===== config.mk =====
export PLATFORM = sky130hd
export DESIGN_NAME = hidden_seq_flat
export DESIGN_NICKNAME = d
export VERILOG_FILES = /design/src/rtl/hidden_seq_pkg.sv /design/src/rtl/hidden_seq_if.sv /design/src/rtl/hidden_seq_down_cnt.sv /design/src/rtl/hidden_seq.sv /design/src/flat_wrapper.sv
export SDC_FILE = /design/constraint.sdc
export NUM_CORES = 1
export LEC_CHECK = 0
export ABC_AREA = 1
export ABC_CLOCK_PERIOD_IN_PS = 2780
export BUFFER_PORTS_ARGS = -buffer_cell sky130_fd_sc_hd__buf_2
export CAP_MARGIN = 20
export CORE_MARGIN = 3
export CORE_UTILIZATION = 55
export CTS_BUF_LIST = sky130_fd_sc_hd__clkbuf_16
export CTS_CLUSTER_SIZE = 28
export DETAILED_ROUTE_END_ITERATION = 6
export HOLD_SLACK_MARGIN = 0.02
export PLACE_DENSITY = 0.83
export SYNTH_ARGS = -nofsm -noshare
export SYNTH_HDL_FRONTEND = slang
export SYNTH_SLANG_ARGS = --single-unit

===== constraint.sdc =====
create_clock -name clk -period 2.78 [get_ports clk]
set_input_delay 0.139 -clock clk [delete_from_list [all_inputs] [get_ports clk]]
set_output_delay 0.139 -clock clk [all_outputs]
set_load 0.02 [all_outputs]

===== src/rtl/hidden_seq_pkg.sv =====
// Shared types and helpers for the hidden-layer controller.
package hidden_seq_pkg;

    typedef enum logic [2:0] {
        S_IDLE      = 3'd0,
        S_LOAD      = 3'd1,
        S_LOAD_LAST = 3'd2,
        S_WAIT_IN   = 3'd3,
        S_COMPUTE   = 3'd4,
        S_OUT       = 3'd5
    } state_e;

    // Callers truncate the result to their strobe width (at most 32 perceptrons).
    function automatic logic [31:0] onehot32(input int idx);
        return 32'd1 << idx;
    endfunction

endpackage


===== src/rtl/hidden_seq_if.sv =====
// Handshake and weight-load signals between the controller and its neighbours.
interface hidden_seq_if #(
    parameter int NUM_PCTN = 3,
    parameter int ADDR_W   = (NUM_PCTN > 1) ? $clog2(NUM_PCTN) : 1
);
    logic                i_load;
    logic [ADDR_W-1:0]   o_waddr;
    logic [NUM_PCTN-1:0] o_wr;
    logic                i_in_valid;
    logic                o_in_ready;
    logic                o_k_en;
    logic                o_out_valid;
    logic                i_out_ready;
    logic                o_busy;
    logic                o_loaded;

    modport slave (
        input  i_load, i_in_valid, i_out_ready,
        output o_waddr, o_wr, o_in_ready, o_k_en, o_out_valid, o_busy, o_loaded
    );

    modport master (
        output i_load, i_in_valid, i_out_ready,
        input  o_waddr, o_wr, o_in_ready, o_k_en, o_out_valid, o_busy, o_loaded
    );
endinterface


===== src/rtl/hidden_seq_down_cnt.sv =====
// Loadable down counter with zero flag, used to time the layer's compute latency.
module seq_down_cnt #(
    parameter int W = 2
) (
    input  logic         clk,
    input  logic         rst,
    input  logic         load,
    input  logic         en,
    input  logic [W-1:0] load_val,
    output logic         zero
);
    logic [W-1:0] cnt_q, cnt_d;

    always_comb begin
        cnt_d = cnt_q;
        if (load) begin
            cnt_d = load_val;
        end else if (en && (cnt_q != '0)) begin
            cnt_d = cnt_q - 1'b1;
        end
    end

    always_ff @(posedge clk or negedge rst) begin
        if (!rst) begin
            cnt_q <= '0;
        end else begin
            cnt_q <= cnt_d;
        end
    end

    assign zero = (cnt_q == '0);
endmodule


===== src/rtl/hidden_seq.sv =====
// Hidden-layer controller: streams weights into each perceptron, then sequences
// input capture, compute wait and output handshake.
module hidden_seq
    import hidden_seq_pkg::*;
#(
    parameter int NUM_PCTN = 3,
    parameter int LAT      = 2,
    parameter int ADDR_W   = (NUM_PCTN > 1) ? $clog2(NUM_PCTN) : 1
) (
    input  logic        clk,
    input  logic        rst,
    hidden_seq_if.slave bus
);
    localparam int CNT_W = $clog2(LAT + 1);
    // Entering COMPUTE already costs one cycle, so the counter starts at LAT-2.
    localparam logic [CNT_W-1:0] CNT_INIT = CNT_W'((LAT >= 2) ? (LAT - 2) : 0);
    localparam logic [ADDR_W-1:0] P_LAST  = ADDR_W'(NUM_PCTN - 1);

    state_e              state_q, state_d;
    logic [ADDR_W-1:0]   p_q, p_d;
    logic [ADDR_W-1:0]   waddr_q, waddr_d;
    logic [NUM_PCTN-1:0] wr_q, wr_d;
    logic                in_ready_q, in_ready_d;
    logic                out_valid_q, out_valid_d;
    logic                busy_q, busy_d;
    logic                loaded_q, loaded_d;
    logic                pend_q, pend_d;
    logic                capture;
    logic                cnt_load, cnt_en, cnt_zero;

    // A reload request in the same cycle wins over input capture.
    assign capture = (state_q == S_WAIT_IN) && bus.i_in_valid && !bus.i_load;

    seq_down_cnt #(.W(CNT_W)) u_cnt (
        .clk      (clk),
        .rst      (rst),
        .load     (cnt_load),
        .en       (cnt_en),
        .load_val (CNT_INIT),
        .zero     (cnt_zero)
    );

    always_comb begin
        state_d  = state_q;
        p_d      = p_q;
        pend_d   = pend_q;
        loaded_d = loaded_q;
        cnt_load = 1'b0;
        cnt_en   = 1'b0;

        case (state_q)
            S_IDLE: begin
                if (bus.i_load) begin
                    state_d = S_LOAD;
                    p_d     = '0;
                end
            end
            S_LOAD: begin
                if (p_q == P_LAST) begin
                    state_d = S_LOAD_LAST;
                end else begin
                    p_d = p_q + 1'b1;
                end
            end
            S_LOAD_LAST: begin
                loaded_d = 1'b1;
                state_d  = S_WAIT_IN;
            end
            S_WAIT_IN: begin
                if (bus.i_load) begin
                    state_d = S_LOAD;
                    p_d     = '0;
                end else if (capture) begin
                    cnt_load = 1'b1;
                    state_d  = (LAT == 1) ? S_OUT : S_COMPUTE;
                end
            end
            S_COMPUTE: begin
                if (cnt_zero) begin
                    state_d = S_OUT;
                end else begin
                    cnt_en = 1'b1;
                end
            end
            S_OUT: begin
                if (bus.i_load) begin
                    pend_d = 1'b1;
                end
                if (bus.i_out_ready) begin
                    if (pend_q || bus.i_load) begin
                        state_d = S_LOAD;
                        p_d     = '0;
                    end else begin
                        state_d = S_WAIT_IN;
                    end
                end
            end
            default: state_d = S_IDLE;
        endcase

        if ((state_d == S_LOAD) && (state_q != S_LOAD)) begin
            pend_d = 1'b0;
        end

        // Outputs are registered, so they are derived from the next state.
        // ROM data lags the address by one cycle, hence strobe p-1 while addressing p.
        waddr_d = (state_d == S_LOAD) ? p_d : '0;
        wr_d    = '0;
        if ((state_d == S_LOAD) && (p_d != '0)) begin
            wr_d = NUM_PCTN'(onehot32(int'(p_d) - 1));
        end else if (state_d == S_LOAD_LAST) begin
            wr_d = NUM_PCTN'(onehot32(NUM_PCTN - 1));
        end
        in_ready_d  = (state_d == S_WAIT_IN);
        out_valid_d = (state_d == S_OUT);
        busy_d      = !((state_d == S_IDLE) || (state_d == S_WAIT_IN));
    end

    always_ff @(posedge clk or negedge rst) begin
        if (!rst) begin
            state_q     <= S_IDLE;
            p_q         <= '0;
            waddr_q     <= '0;
            wr_q        <= '0;
            in_ready_q  <= 1'b0;
            out_valid_q <= 1'b0;
            busy_q      <= 1'b0;
            loaded_q    <= 1'b0;
            pend_q      <= 1'b0;
        end else begin
            state_q     <= state_d;
            p_q         <= p_d;
            waddr_q     <= waddr_d;
            wr_q        <= wr_d;
            in_ready_q  <= in_ready_d;
            out_valid_q <= out_valid_d;
            busy_q      <= busy_d;
            loaded_q    <= loaded_d;
            pend_q      <= pend_d;
        end
    end

    assign bus.o_waddr     = waddr_q;
    assign bus.o_wr        = wr_q;
    assign bus.o_in_ready  = in_ready_q;
    assign bus.o_k_en      = capture;
    assign bus.o_out_valid = out_valid_q;
    assign bus.o_busy      = busy_q;
    assign bus.o_loaded    = loaded_q;
endmodule

===== src/flat_wrapper.sv =====
// flat-port wrapper written by rule: the top's interface ports become plain ports
module hidden_seq_flat import hidden_seq_pkg::*;
#(
    parameter int NUM_PCTN = 3,
    parameter int LAT      = 2,
    parameter int ADDR_W   = (NUM_PCTN > 1) ? $clog2(NUM_PCTN) : 1
)
  (clk, rst, bus_i_load, bus_i_in_valid, bus_i_out_ready, bus_o_waddr, bus_o_wr, bus_o_in_ready, bus_o_k_en, bus_o_out_valid, bus_o_busy, bus_o_loaded);
  hidden_seq_if #(.NUM_PCTN(NUM_PCTN), .ADDR_W(ADDR_W)) bus_i ();
  input  logic clk;
  input  logic rst;
  input wire logic [$bits(bus_i.i_load)-1:0] bus_i_load;
  input wire logic [$bits(bus_i.i_in_valid)-1:0] bus_i_in_valid;
  input wire logic [$bits(bus_i.i_out_ready)-1:0] bus_i_out_ready;
  output wire logic [$bits(bus_i.o_waddr)-1:0] bus_o_waddr;
  output wire logic [$bits(bus_i.o_wr)-1:0] bus_o_wr;
  output wire logic [$bits(bus_i.o_in_ready)-1:0] bus_o_in_ready;
  output wire logic [$bits(bus_i.o_k_en)-1:0] bus_o_k_en;
  output wire logic [$bits(bus_i.o_out_valid)-1:0] bus_o_out_valid;
  output wire logic [$bits(bus_i.o_busy)-1:0] bus_o_busy;
  output wire logic [$bits(bus_i.o_loaded)-1:0] bus_o_loaded;
  assign bus_i.i_load = bus_i_load;
  assign bus_i.i_in_valid = bus_i_in_valid;
  assign bus_i.i_out_ready = bus_i_out_ready;
  assign bus_o_waddr = bus_i.o_waddr;
  assign bus_o_wr = bus_i.o_wr;
  assign bus_o_in_ready = bus_i.o_in_ready;
  assign bus_o_k_en = bus_i.o_k_en;
  assign bus_o_out_valid = bus_i.o_out_valid;
  assign bus_o_busy = bus_i.o_busy;
  assign bus_o_loaded = bus_i.o_loaded;
  hidden_seq #(.NUM_PCTN(NUM_PCTN), .LAT(LAT), .ADDR_W(ADDR_W)) u_core (.clk(clk), .rst(rst), .bus(bus_i));
endmodule

==> impl_results.html, run 1 <==
<table>
<tr><th>Metric</th><th>Value</th></tr>
<tr><th colspan="2">GRT</th></tr>
<tr><td>Met3 usage in global routing</td><td>2.37%</td></tr>
<tr><td>Global-route wire length before repair</td><td>roughly 3200 um</td></tr>
<tr><td>Global routing usage summed across all routing layers</td><td>a little over a fifth</td></tr>
<tr><td>Largest net degree at the start of global routing</td><td>18</td></tr>
<tr><td>Met2 usage</td><td>between 30% and 40%</td></tr>
<tr><td>Number of antenna violations at the first check in global routing</td><td>0</td></tr>
<tr><td>Most congested layer reported by global routing</td><td>met2</td></tr>
<tr><td>Number of global-route vias before repair</td><td>roughly 760</td></tr>
<tr><td>GRT overflow</td><td>0</td></tr>
<tr><td>Met1 Usage GRT</td><td>25.6%</td></tr>
<tr><th colspan="2">Route</th></tr>
<tr><td>Via-per-instance ratio</td><td>approximately 5.5</td></tr>
<tr><td>Via Count</td><td>741</td></tr>
<tr><td>Number of routed nets with antenna violations</td><td>0</td></tr>
<tr><td>Detail-routed net length per standard cell</td><td>between 10 and 15 um</td></tr>
<tr><td>Number of iterations in the first detailed-routing pass</td><td>4</td></tr>
<tr><td>Drt first-iter violations</td><td>36</td></tr>
<tr><td>Remaining DRCs</td><td>0</td></tr>
<tr><td>Final Routed Wirelength</td><td>about 1800 um</td></tr>
<tr><th colspan="2">Yosys</th></tr>
<tr><td>Post-synthesis instance area</td><td>861 um^2</td></tr>
<tr><td>Xor and xnor fraction of the mapped netlist area</td><td>0%</td></tr>
<tr><td>Post-synthesis share of cell area spent on and, or, nand and nor gates</td><td>between 30% and 40%</td></tr>
<tr><td>Top cell type by total area after synthesis</td><td>dfrtp_1</td></tr>
<tr><td>Number of register bits inferred by synthesis</td><td>17</td></tr>
<tr><td>Sequential area share after synthesis</td><td>49.4%</td></tr>
<tr><td>Nets in the synthesized netlist</td><td>around 110</td></tr>
<tr><td>Largest cells by area after synthesis</td><td>dfrtp_1, inv_1, nand2_1</td></tr>
<tr><td>Yosys warns</td><td>0</td></tr>
<tr><td>Adder-cell area share of the yosys netlist</td><td>roughly 4.4%</td></tr>
<tr><td>Compound-gate portion of the synthesized area</td><td>under 10%</td></tr>
<tr><td>Number of distinct library cells after synthesis</td><td>22</td></tr>
<tr><td>Share of Yosys cell area claimed by the top area cell type</td><td>between 40% and 50%</td></tr>
<tr><td>Largest family of logic cells by synthesized area</td><td>simple AND/OR/NAND/NOR gates</td></tr>
<tr><td>Synthesized instance count</td><td>roughly 100</td></tr>
<tr><td>Mean cell area of the mapped netlist</td><td>8.52 um^2</td></tr>
<tr><td>Share of synthesized area spent on multiplexers</td><td>0%</td></tr>
<tr><th colspan="2">STA</th></tr>
<tr><td>Fin. max-slew vios</td><td>0</td></tr>
<tr><td>Tightest slew margin relative to the limit</td><td>between 70 and 80%</td></tr>
<tr><td>Share of the clock period used by the worst path</td><td>54.1%</td></tr>
<tr><td>Final clock skew</td><td>0.00350 ns</td></tr>
<tr><td>Worst Max-Slew Pin Slew</td><td>~0.37 ns</td></tr>
<tr><td>Setup violation total in the final timing report</td><td>0</td></tr>
<tr><td>Final critical delay including setup and external delays</td><td>roughly 1.5 ns</td></tr>
<tr><td>Worst Slack Setup Final</td><td>1.27 ns</td></tr>
<tr><td>Unrepaired setup endpoints after global routing</td><td>no</td></tr>
<tr><td>Endpoints failing hold</td><td>0</td></tr>
<tr><td>Achievable Freq</td><td>around 0.66 GHz</td></tr>
<tr><td>Total negative slack</td><td>0 ns</td></tr>
<tr><th colspan="2">Hold path</th></tr>
<tr><td>Hold Crit Depth</td><td>4</td></tr>
<tr><td>Hold path endpoint</td><td>u_core.bus.o_in_ready</td></tr>
<tr><td>Hold Startpoint</td><td>bus_i_in_valid</td></tr>
<tr><td>Kind of path behind the tightest hold check</td><td>in -&gt; reg</td></tr>
<tr><th colspan="2">Pwr</th></tr>
<tr><td>Static leakage</td><td>0.601 nW</td></tr>
<tr><td>Peak supply drop</td><td>a little over 0.7 mV</td></tr>
<tr><td>Power Dens Cells</td><td>1220 nW/um^2</td></tr>
<tr><th colspan="2">Clock network</th></tr>
<tr><td>Clock tree from TritonCTS</td><td>yes</td></tr>
<tr><td>Count of clock tree sinks</td><td>17</td></tr>
<tr><td>Quantity of gates resized following cts</td><td>0</td></tr>
<tr><td>Root Driver</td><td>clkbuf_16</td></tr>
<tr><td>Max Root-Sink Buffers</td><td>2</td></tr>
<tr><td>Clock buffers created by TritonCTS</td><td>3</td></tr>
<tr><td>H-tree depth reported by CTS</td><td>1</td></tr>
<tr><td>Hold-fix buffers at CTS</td><td>1</td></tr>
<tr><td>Clock slew at the register clock pins of the worst setup and hold paths</td><td>0.05 ns</td></tr>
<tr><td>Clock network latency to the later pin of the worst-skew pair</td><td>~0.25 ns</td></tr>
<tr><td>Number of post-CTS setup repair buffers</td><td>0</td></tr>
<tr><th colspan="2">Floorplan</th></tr>
<tr><td>Die extent in x</td><td>around 46 um</td></tr>
<tr><td>Total die area</td><td>2080 um^2</td></tr>
<tr><td>Die span in y</td><td>45.6 um</td></tr>
<tr><td>Area of the core region</td><td>1380 um^2</td></tr>
<tr><td>Starting density of the core</td><td>between 60% and 70%</td></tr>
<tr><td>Number of top-level pins</td><td>15</td></tr>
<tr><td>Std cell rows</td><td>13</td></tr>
<tr><th colspan="2">Place</th></tr>
<tr><td>IO buf count</td><td>14</td></tr>
<tr><td>Pre-CTS setup slack</td><td>between 1 and 1.5 ns</td></tr>
<tr><td>DP Wirelength</td><td>about 1300 um</td></tr>
<tr><td>GP Congestion</td><td>roughly 0.83</td></tr>
<tr><th colspan="2">Layout</th></tr>
<tr><td>Leading cell type in the layout, fill and taps excluded</td><td>dfrtp_1</td></tr>
<tr><td>Area overhead of the layout relative to synthesis</td><td>20.8%</td></tr>
<tr><td>Most frequent cells in the layout</td><td>dfrtp_1, inv_1, nand2_1, buf_2, nor2_1</td></tr>
<tr><td>Final antenna diode count</td><td>0</td></tr>
<tr><td>Number of fill cells in the layout</td><td>98</td></tr>
<tr><td># nets final</td><td>~130</td></tr>
<tr><td>Ratio of cells with drive above 1 in the final layout</td><td>between 30% and 40%</td></tr>
<tr><th colspan="2">Critical path</th></tr>
<tr><td>Data required time of the critical path</td><td>roughly 2.6 ns</td></tr>
<tr><td>Largest fanout on the critical path</td><td>5</td></tr>
<tr><td>Number of cells traversed by the worst register-to-register path</td><td>6</td></tr>
<tr><td>Capturing point of the worst reg2reg path</td><td>u_core.bus.o_waddr[0]</td></tr>
<tr><td>Arrival time at the worst endpoint</td><td>approximately 1.4 ns</td></tr>
<tr><td>Reg2Reg Setup Slack</td><td>about 1.3 ns</td></tr>
<tr><td>Startpoint of the worst-slack reg-to-reg timing path</td><td>u_core.state_q[2]</td></tr>
<tr><td>Type of the worst setup path</td><td>reg -&gt; out</td></tr>
<tr><td>Crit. End Element</td><td>output port</td></tr>
<tr><td>Startpoint types</td><td>flop</td></tr>
<tr><th colspan="2">Status</th></tr>
<tr><td>Result of the run</td><td>finished, final reports clean</td></tr>
<tr><th colspan="2">Flow run</th></tr>
<tr><td>Max-cap violations</td><td>0</td></tr>
</table>
[worst max-delay path by stage]
stage / endpoint / depth (start not counted) / from
finish: bus_o_k_en / 5 / u_core.state_q[0]
global route: bus_o_k_en / 5 / u_core.state_q[0]
CTS: bus_o_k_en / 5 / u_core.state_q[0]
detailed placement: u_core.bus.o_wr[2] / 8 / u_core.state_q[0]
global placement: u_core.bus.o_wr[2] / 10 / u_core.u_cnt.cnt_q[0]
floorplan: u_core.bus.o_wr[2] / 9 / u_core.state_q[0]
[power by group]
part	total, mW	internal, mW	switching [mW]
logic	0.598	0.197	0.401
registers	0.390	0.339	0.0511
clock network	0.284	0.192	0.0919
[synth_stat cells]
master and number:
inv_1 16, nand4_2 1, nand3_1 8, nand2_1 16, o21ai_0 2, nor2_4 1
nor3_2 1, nor2_2 5, or2_2 1, ha_1 3, inv_2 1, nand2_2 5
dfrtp_1 17, nor2_1 13, o22ai_1 1, a21o_1 1, clkinv_1 1, o21ai_1 2
nand3_2 1, a21boi_2 1, o21ai_2 1, a21oi_1 3
[critical path, stage by stage (launching register included)]
cell and delay, ns:
dfrtp_1 0.45, nand2_1 0.09, nor2_2 0.13, nand2_1 0.10, nor2_2 0.16, buf_2 0.19
[through the flow]
step	utilization [%]	std cells	power [mW]	cell area, um^2	hold slack (ns)
final	75.2	135	1.27	1040	0.280
after global routing	75.2	135	1.37	1040	0.311
after CTS	75.2	135	1.28	1040	0.277
after detailed placement	68.7	130	0.973	950	0.0759
after global placement	68.7	130	0.949	950	0.0661
after floorplan	-	101	0.834	861	-0.157
[flip-flops by register name, summed over array words and instances (netlist names)]
| register | flops |
|---|---|
| u_core.bus.o_busy | 1 |
| u_core.bus.o_in_ready | 1 |
| u_core.bus.o_loaded | 1 |
| u_core.bus.o_out_valid | 1 |
| u_core.bus.o_waddr | 2 |
| u_core.bus.o_wr | 3 |
| u_core.p_q | 2 |
| u_core.pend_q | 1 |
| u_core.state_q | 3 |
| u_core.u_cnt.cnt_q | 2 |
[routing by layer]
metal  part of all wire (%)  wire [um]  vias to the layer above
met4                    2.4         44                        0
met2                     52        967                       37
li1                       -          -                      354
met5                      0          0                        -
met1                     38        702                      344
met3                    7.2        133                        6
[cell families after synthesis]
family | Yosys count
AND/OR/NAND/NOR | 52
buffers and inverters | 18
flip-flops | 17
AO/OA/AOI/OAI | 11
adder cells (fa/ha/maj) | 3
[area by class of cell]
| class | count | area [um^2] | share of cell area (%) |
|---|---|---|---|
| tap | 15 | 18.8 | 1.81 |
| multi-input combinational | 66 | 368 | 35.4 |
| clock inverter | 1 | 5.00 | 0.481 |
| inverter | 18 | 67.6 | 6.50 |
| clock buffer | 3 | 75.1 | 7.22 |
| sequential | 17 | 425 | 40.9 |
| timing repair buffer | 15 | 80.1 | 7.70 |
Power figures use the tool's default switching activity.
==> inputs of run 2 (changes only) <==
--- a/config.mk
+++ b/config.mk
@@ -5,17 +5,17 @@
 export SDC_FILE = /design/constraint.sdc
 export NUM_CORES = 1
 export LEC_CHECK = 0
-export ABC_AREA = 1
-export ABC_CLOCK_PERIOD_IN_PS = 2780
+export ABC_AREA = 0
+export ABC_CLOCK_PERIOD_IN_PS = 1320
 export BUFFER_PORTS_ARGS = -buffer_cell sky130_fd_sc_hd__buf_2
 export CAP_MARGIN = 20
 export CORE_MARGIN = 3
-export CORE_UTILIZATION = 55
+export CORE_UTILIZATION = 49
 export CTS_BUF_LIST = sky130_fd_sc_hd__clkbuf_16
 export CTS_CLUSTER_SIZE = 28
 export DETAILED_ROUTE_END_ITERATION = 6
 export HOLD_SLACK_MARGIN = 0.02
-export PLACE_DENSITY = 0.83
+export PLACE_DENSITY = 0.77
 export SYNTH_ARGS = -nofsm -noshare
 export SYNTH_HDL_FRONTEND = slang
 export SYNTH_SLANG_ARGS = --single-unit
==> constraint.sdc (replaced) <==
create_clock -name clk -period 1.32 [get_ports clk]
set_input_delay 0.066 -clock clk [delete_from_list [all_inputs] [get_ports clk]]
set_output_delay 0.066 -clock clk [all_outputs]
set_load 0.02 [all_outputs]
==> run 2 against run 1 <==
  * The run now ends with setup timing left
  * Clock power up 110%
  * Critical path depth is 1 higher
  * Sequential power up 120%
  * Register-to-register slack worse by 1.7 ns
  * Via count rose by 14%
  * Synthesized cell count fell by 17%
  * Worst hold slack improved by 0.027 ns
  * Flip-flop and latch count is the same
  * Global-route usage is 0.14 points higher
  * Clock skew down 0.0019 ns
  * Sequential share of layout area decreased by 14 points
  * Die area increased by 23%
==> impl_results.html, run 2 <==
<table>
<tr><th>Metric</th><th>Value</th></tr>
<tr><th colspan="2">Yosys</th></tr>
<tr><td>Post-synthesis instance area</td><td>975 um^2 (was 861 um^2)</td></tr>
<tr><td>Number of distinct library cells after synthesis</td><td>41 (was 22)</td></tr>
<tr><td>Top cell types by occurrence after synthesis</td><td>dfrtp_1, nor2_1, inv_1 (was dfrtp_1, inv_1, nand2_1)</td></tr>
<tr><td>Number of register bits inferred by synthesis</td><td>17 (unchanged)</td></tr>
<tr><td>Yosys warns</td><td>0 (unchanged)</td></tr>
<tr><td>Primary flip-flop cell chosen by synthesis mapping</td><td>dfrtp_1 (unchanged)</td></tr>
<tr><td>Nets in the synthesized netlist</td><td>92 (was 109)</td></tr>
<tr><td>Mean cell area of the mapped netlist</td><td>11.6 um^2 (was 8.52 um^2)</td></tr>
<tr><td>Synthesized instance count</td><td>84 (was 101)</td></tr>
<tr><td>Top cell type by total area after synthesis</td><td>dfrtp_1 (unchanged)</td></tr>
<tr><td>Largest cells by area after synthesis</td><td>dfrtp_1, ha_1, nor2_1 (was dfrtp_1, inv_1, nand2_1)</td></tr>
<tr><td>Post-synth EDFFs</td><td>0 (unchanged)</td></tr>
<tr><td>Sequential area share after synthesis</td><td>43.6% (was 49.4%)</td></tr>
<tr><td>Asr flop ratio synth</td><td>100% (unchanged)</td></tr>
<tr><td>Count leader, synth</td><td>dfrtp_1 (unchanged)</td></tr>
<tr><td>Share of Yosys cell area claimed by the top area cell type</td><td>43.6% (was 49.4%)</td></tr>
<tr><th colspan="2">STA</th></tr>
<tr><td>Share of the clock period used by the worst path</td><td>128%</td></tr>
<tr><td>Worst Max-Slew Pin Slew</td><td>0.382 ns (was 0.366 ns)</td></tr>
<tr><td>Achievable Freq</td><td>0.592 GHz</td></tr>
<tr><td>Endpoints failing hold</td><td>0 (unchanged)</td></tr>
<tr><td>Setup violation total in the final timing report</td><td>17 (was 0)</td></tr>
<tr><td>Final clock skew</td><td>0.00165 ns (was 0.00350 ns)</td></tr>
<tr><td>Unrepaired setup endpoints after global routing</td><td>yes (was no)</td></tr>
<tr><td>Fin. max-slew vios</td><td>0 (unchanged)</td></tr>
<tr><td>Worst Slack Setup Final</td><td>-0.368 ns (was 1.27 ns)</td></tr>
<tr><td>Tightest slew margin relative to the limit</td><td>74.5% (was 75.6%)</td></tr>
<tr><td>Final critical delay including setup and external delays</td><td>about 1.7 ns</td></tr>
<tr><th colspan="2">GRT</th></tr>
<tr><td>Number of global-route vias before repair</td><td>878 (was 756)</td></tr>
<tr><td>Global routing usage summed across all routing layers</td><td>22.1% (was 22.0%)</td></tr>
<tr><td>Global-route wire length before repair</td><td>4170 um (was 3190 um)</td></tr>
<tr><td>Number of antenna violations at the first check in global routing</td><td>0 (unchanged)</td></tr>
<tr><td>GRT overflow</td><td>0 (unchanged)</td></tr>
<tr><td>Largest net degree at the start of global routing</td><td>18 (unchanged)</td></tr>
<tr><th colspan="2">Critical path</th></tr>
<tr><td>Slowest cell on crit path</td><td>dfrtp_2 (was dfrtp_1)</td></tr>
<tr><td>Max stage delay on crit path</td><td>0.45 ns (about the same)</td></tr>
<tr><td>Crit-path leading delay family</td><td>compound AO/OA/AOI/OAI gates (was simple AND/OR/NAND/NOR gates)</td></tr>
<tr><td>Largest fanout on the critical path</td><td>5 (unchanged)</td></tr>
<tr><td>Startpoint types</td><td>flop (unchanged)</td></tr>
<tr><td>Type of the worst setup path</td><td>reg -&gt; reg (was reg -&gt; out)</td></tr>
<tr><td>Arrival time at the worst endpoint</td><td>1.85 ns (was 1.37 ns)</td></tr>
<tr><td>Cells along the critical path</td><td>buf_6 -&gt; nor4_2 -&gt; a21oi_1 -&gt; a22o_4 -&gt; o211ai_2 -&gt; mux2i_1 (was nand2_1 -&gt; nor2_2 -&gt; nand2_1 -&gt; nor2_2 -&gt; buf_2)</td></tr>
<tr><td>Crit. End Element</td><td>flop (was output port)</td></tr>
<tr><td>Data required time of the critical path</td><td>1.48 ns (was 2.64 ns)</td></tr>
<tr><td>Count of buffering cells on the critical path with inverters included</td><td>1 (unchanged)</td></tr>
<tr><th colspan="2">Floorplan</th></tr>
<tr><td>Die span in y</td><td>50.6 um (was 45.6 um)</td></tr>
<tr><td>Die extent in x</td><td>50.6 um (was 45.6 um)</td></tr>
<tr><td>Area of the core region</td><td>1800 um^2 (was 1380 um^2)</td></tr>
<tr><td>Number of top-level pins</td><td>15 (unchanged)</td></tr>
<tr><td>Starting density of the core</td><td>54.1% (was 62.3%)</td></tr>
<tr><td>Std cell rows</td><td>15 (was 13)</td></tr>
<tr><td>Total die area</td><td>2560 um^2 (was 2080 um^2)</td></tr>
<tr><th colspan="2">Route</th></tr>
<tr><td>Remaining DRCs</td><td>0 (unchanged)</td></tr>
<tr><td>Detail-routed net length per standard cell</td><td>18.3 um (was 13.7 um)</td></tr>
<tr><td>Number of routed nets with antenna violations</td><td>0 (unchanged)</td></tr>
<tr><td>Drt first-iter violations</td><td>8 (was 36)</td></tr>
<tr><td>Via Count</td><td>843 (was 741)</td></tr>
<tr><td>Final Routed Wirelength</td><td>2970 um (was 1850 um)</td></tr>
<tr><td>Number of iterations in the first detailed-routing pass</td><td>4 (unchanged)</td></tr>
<tr><td>Via-per-instance ratio</td><td>5.20 (was 5.49)</td></tr>
<tr><th colspan="2">Flow run</th></tr>
<tr><td>Max-cap violations</td><td>0 (unchanged)</td></tr>
<tr><th colspan="2">Clock network</th></tr>
<tr><td>Clock buffers created by TritonCTS</td><td>3 (unchanged)</td></tr>
<tr><td>Clock network latency to the later pin of the worst-skew pair</td><td>0.24 ns (was 0.25 ns)</td></tr>
<tr><td>H-tree depth reported by CTS</td><td>1 (unchanged)</td></tr>
<tr><td>Count of clock tree sinks</td><td>17 (unchanged)</td></tr>
<tr><td>Clock slew at the register clock pins of the worst setup and hold paths</td><td>0.05 ns (about the same)</td></tr>
<tr><td>Clock tree from TritonCTS</td><td>yes (unchanged)</td></tr>
<tr><td>Max Root-Sink Buffers</td><td>2 (unchanged)</td></tr>
<tr><td>Root Driver</td><td>clkbuf_16 (unchanged)</td></tr>
<tr><th colspan="2">Status</th></tr>
<tr><td>Result of the run</td><td>finished, violations left (was finished, final reports clean)</td></tr>
<tr><td>Failing checks</td><td>setup timing</td></tr>
<tr><th colspan="2">Layout</th></tr>
<tr><td>Most frequent cells in the layout</td><td>buf_4, dfrtp_1, buf_2, buf_6, nor2_1 (was dfrtp_1, inv_1, nand2_1, buf_2, nor2_1)</td></tr>
<tr><td>Area overhead of the layout relative to synthesis</td><td>65.9% (was 20.8%)</td></tr>
<tr><td>Ratio of cells with drive above 1 in the final layout</td><td>71.5% (was 30.0%)</td></tr>
<tr><td>Final antenna diode count</td><td>0 (unchanged)</td></tr>
<tr><td># nets final</td><td>146 (was 129)</td></tr>
<tr><td>Leading cell type in the layout, fill and taps excluded</td><td>buf_4 (was dfrtp_1)</td></tr>
<tr><td>Fin util</td><td>89.7% (was 75.2%)</td></tr>
<tr><td>Number of standard cells in the final layout excluding fillers</td><td>162 (was 135)</td></tr>
<tr><th colspan="2">Pwr</th></tr>
<tr><td>Post-layout total power</td><td>3.95 mW (was 1.27 mW)</td></tr>
<tr><td>Power Dens Cells</td><td>2440 nW/um^2 (was 1220 nW/um^2)</td></tr>
<tr><td>Static leakage</td><td>0.780 nW (was 0.601 nW)</td></tr>
<tr><td>Peak supply drop</td><td>1.80 mV (was 0.724 mV)</td></tr>
<tr><th colspan="2">Place</th></tr>
<tr><td>Post-placement cell count</td><td>145 (was 130)</td></tr>
<tr><td>DP Wirelength</td><td>1480 um (was 1310 um)</td></tr>
<tr><td>IO buf count</td><td>14 (unchanged)</td></tr>
<tr><td>GP Congestion</td><td>0.844 (was 0.825)</td></tr>
<tr><th colspan="2">Hold path</th></tr>
<tr><td>Kind of path behind the tightest hold check</td><td>in -&gt; async (was in -&gt; reg)</td></tr>
</table>
[run 2: changes by cell type after synthesis, moves of 3 or more]
cell,before,now
buf_6,0,3
inv_1,16,8
nand2_1,16,1
nand2_2,5,1
nand2b_1,0,4
nand3_1,8,2
nor2_1,13,9
nor2_2,5,1
[run 2: layout make-up]
class | count | area, um^2
Clock inverter | 1 | 5.00
Clock buffer | 3 | 75.1
Inverter | 9 | 33.8
Fill cell | 73 | 185
Sequential cell | 17 | 429
Timing Repair Buffer | 53 | 422
Tap cell | 25 | 31.3
Multi-Input combinational cell | 54 | 621
[run 2: power breakdown]
group          switching [mW]  total [mW]  internal [mW]
registers               0.147       0.863          0.716
logic                    1.20        2.49           1.29
clock network           0.187       0.591          0.405
[run 2: stage by stage]
| stage | instance area (um^2) | hold WS [ns] | setup WS [ns] | setup TNS, ns |
|---|---|---|---|---|
| detailed placement | 1270 | 0.00626 | -0.339 | -3.14 |
| global route | 1620 | 0.327 | -0.467 | -4.80 |
| CTS | 1530 | 0.276 | -0.289 | -2.85 |
| global placement | 1270 | 0.00363 | -0.289 | -2.52 |
| floorplan | 1000 | -0.230 | -0.205 | -0.900 |
| finish | 1620 | 0.307 | -0.368 | -3.88 |
[run 2: final timing paths]
check,start,endpoint,slack [ns],cells past startpoint
min in group clk,bus_i_out_ready,u_core.bus.o_out_valid,0.35,5
worst min register to register,u_core.bus.o_loaded,u_core.bus.o_loaded,0.47,1
worst max register to register,u_core.state_q[1],u_core.bus.o_wr[2],-0.37,6
worst max-delay path,u_core.state_q[1],u_core.bus.o_wr[2],-0.37,6
max in group asynchronous,rst,u_core.state_q[1],0.71,2
worst min-delay path,rst,u_core.u_cnt.cnt_q[1],0.31,2
[run 2: logic make-up after synthesis]
family	after synthesis	share of synthesized area, %
compound gates	12	13.7
xor+xnor	1	0.899
fa+ha+maj	3	3.85
buf+inv	13	7.70
flops	17	43.6
mux	1	1.03
simple gates	37	29.1
[run 2: per-layer routing]
layer  global-route usage (%)  routed length [um]
met5                        0                   0
met2                     41.3                1730
met1                     25.1                1170
met4                     4.48                  10
met3                     5.64                  62
[run 2: repair_timing]
action,CTS,global route
cloned,0,0
pin swaps,12,8
hold buffers,1,0
resized for setup,22,13
endpoints found under the setup margin,16,17
hold endpoints to repair,17,0
buffers inserted,8,6
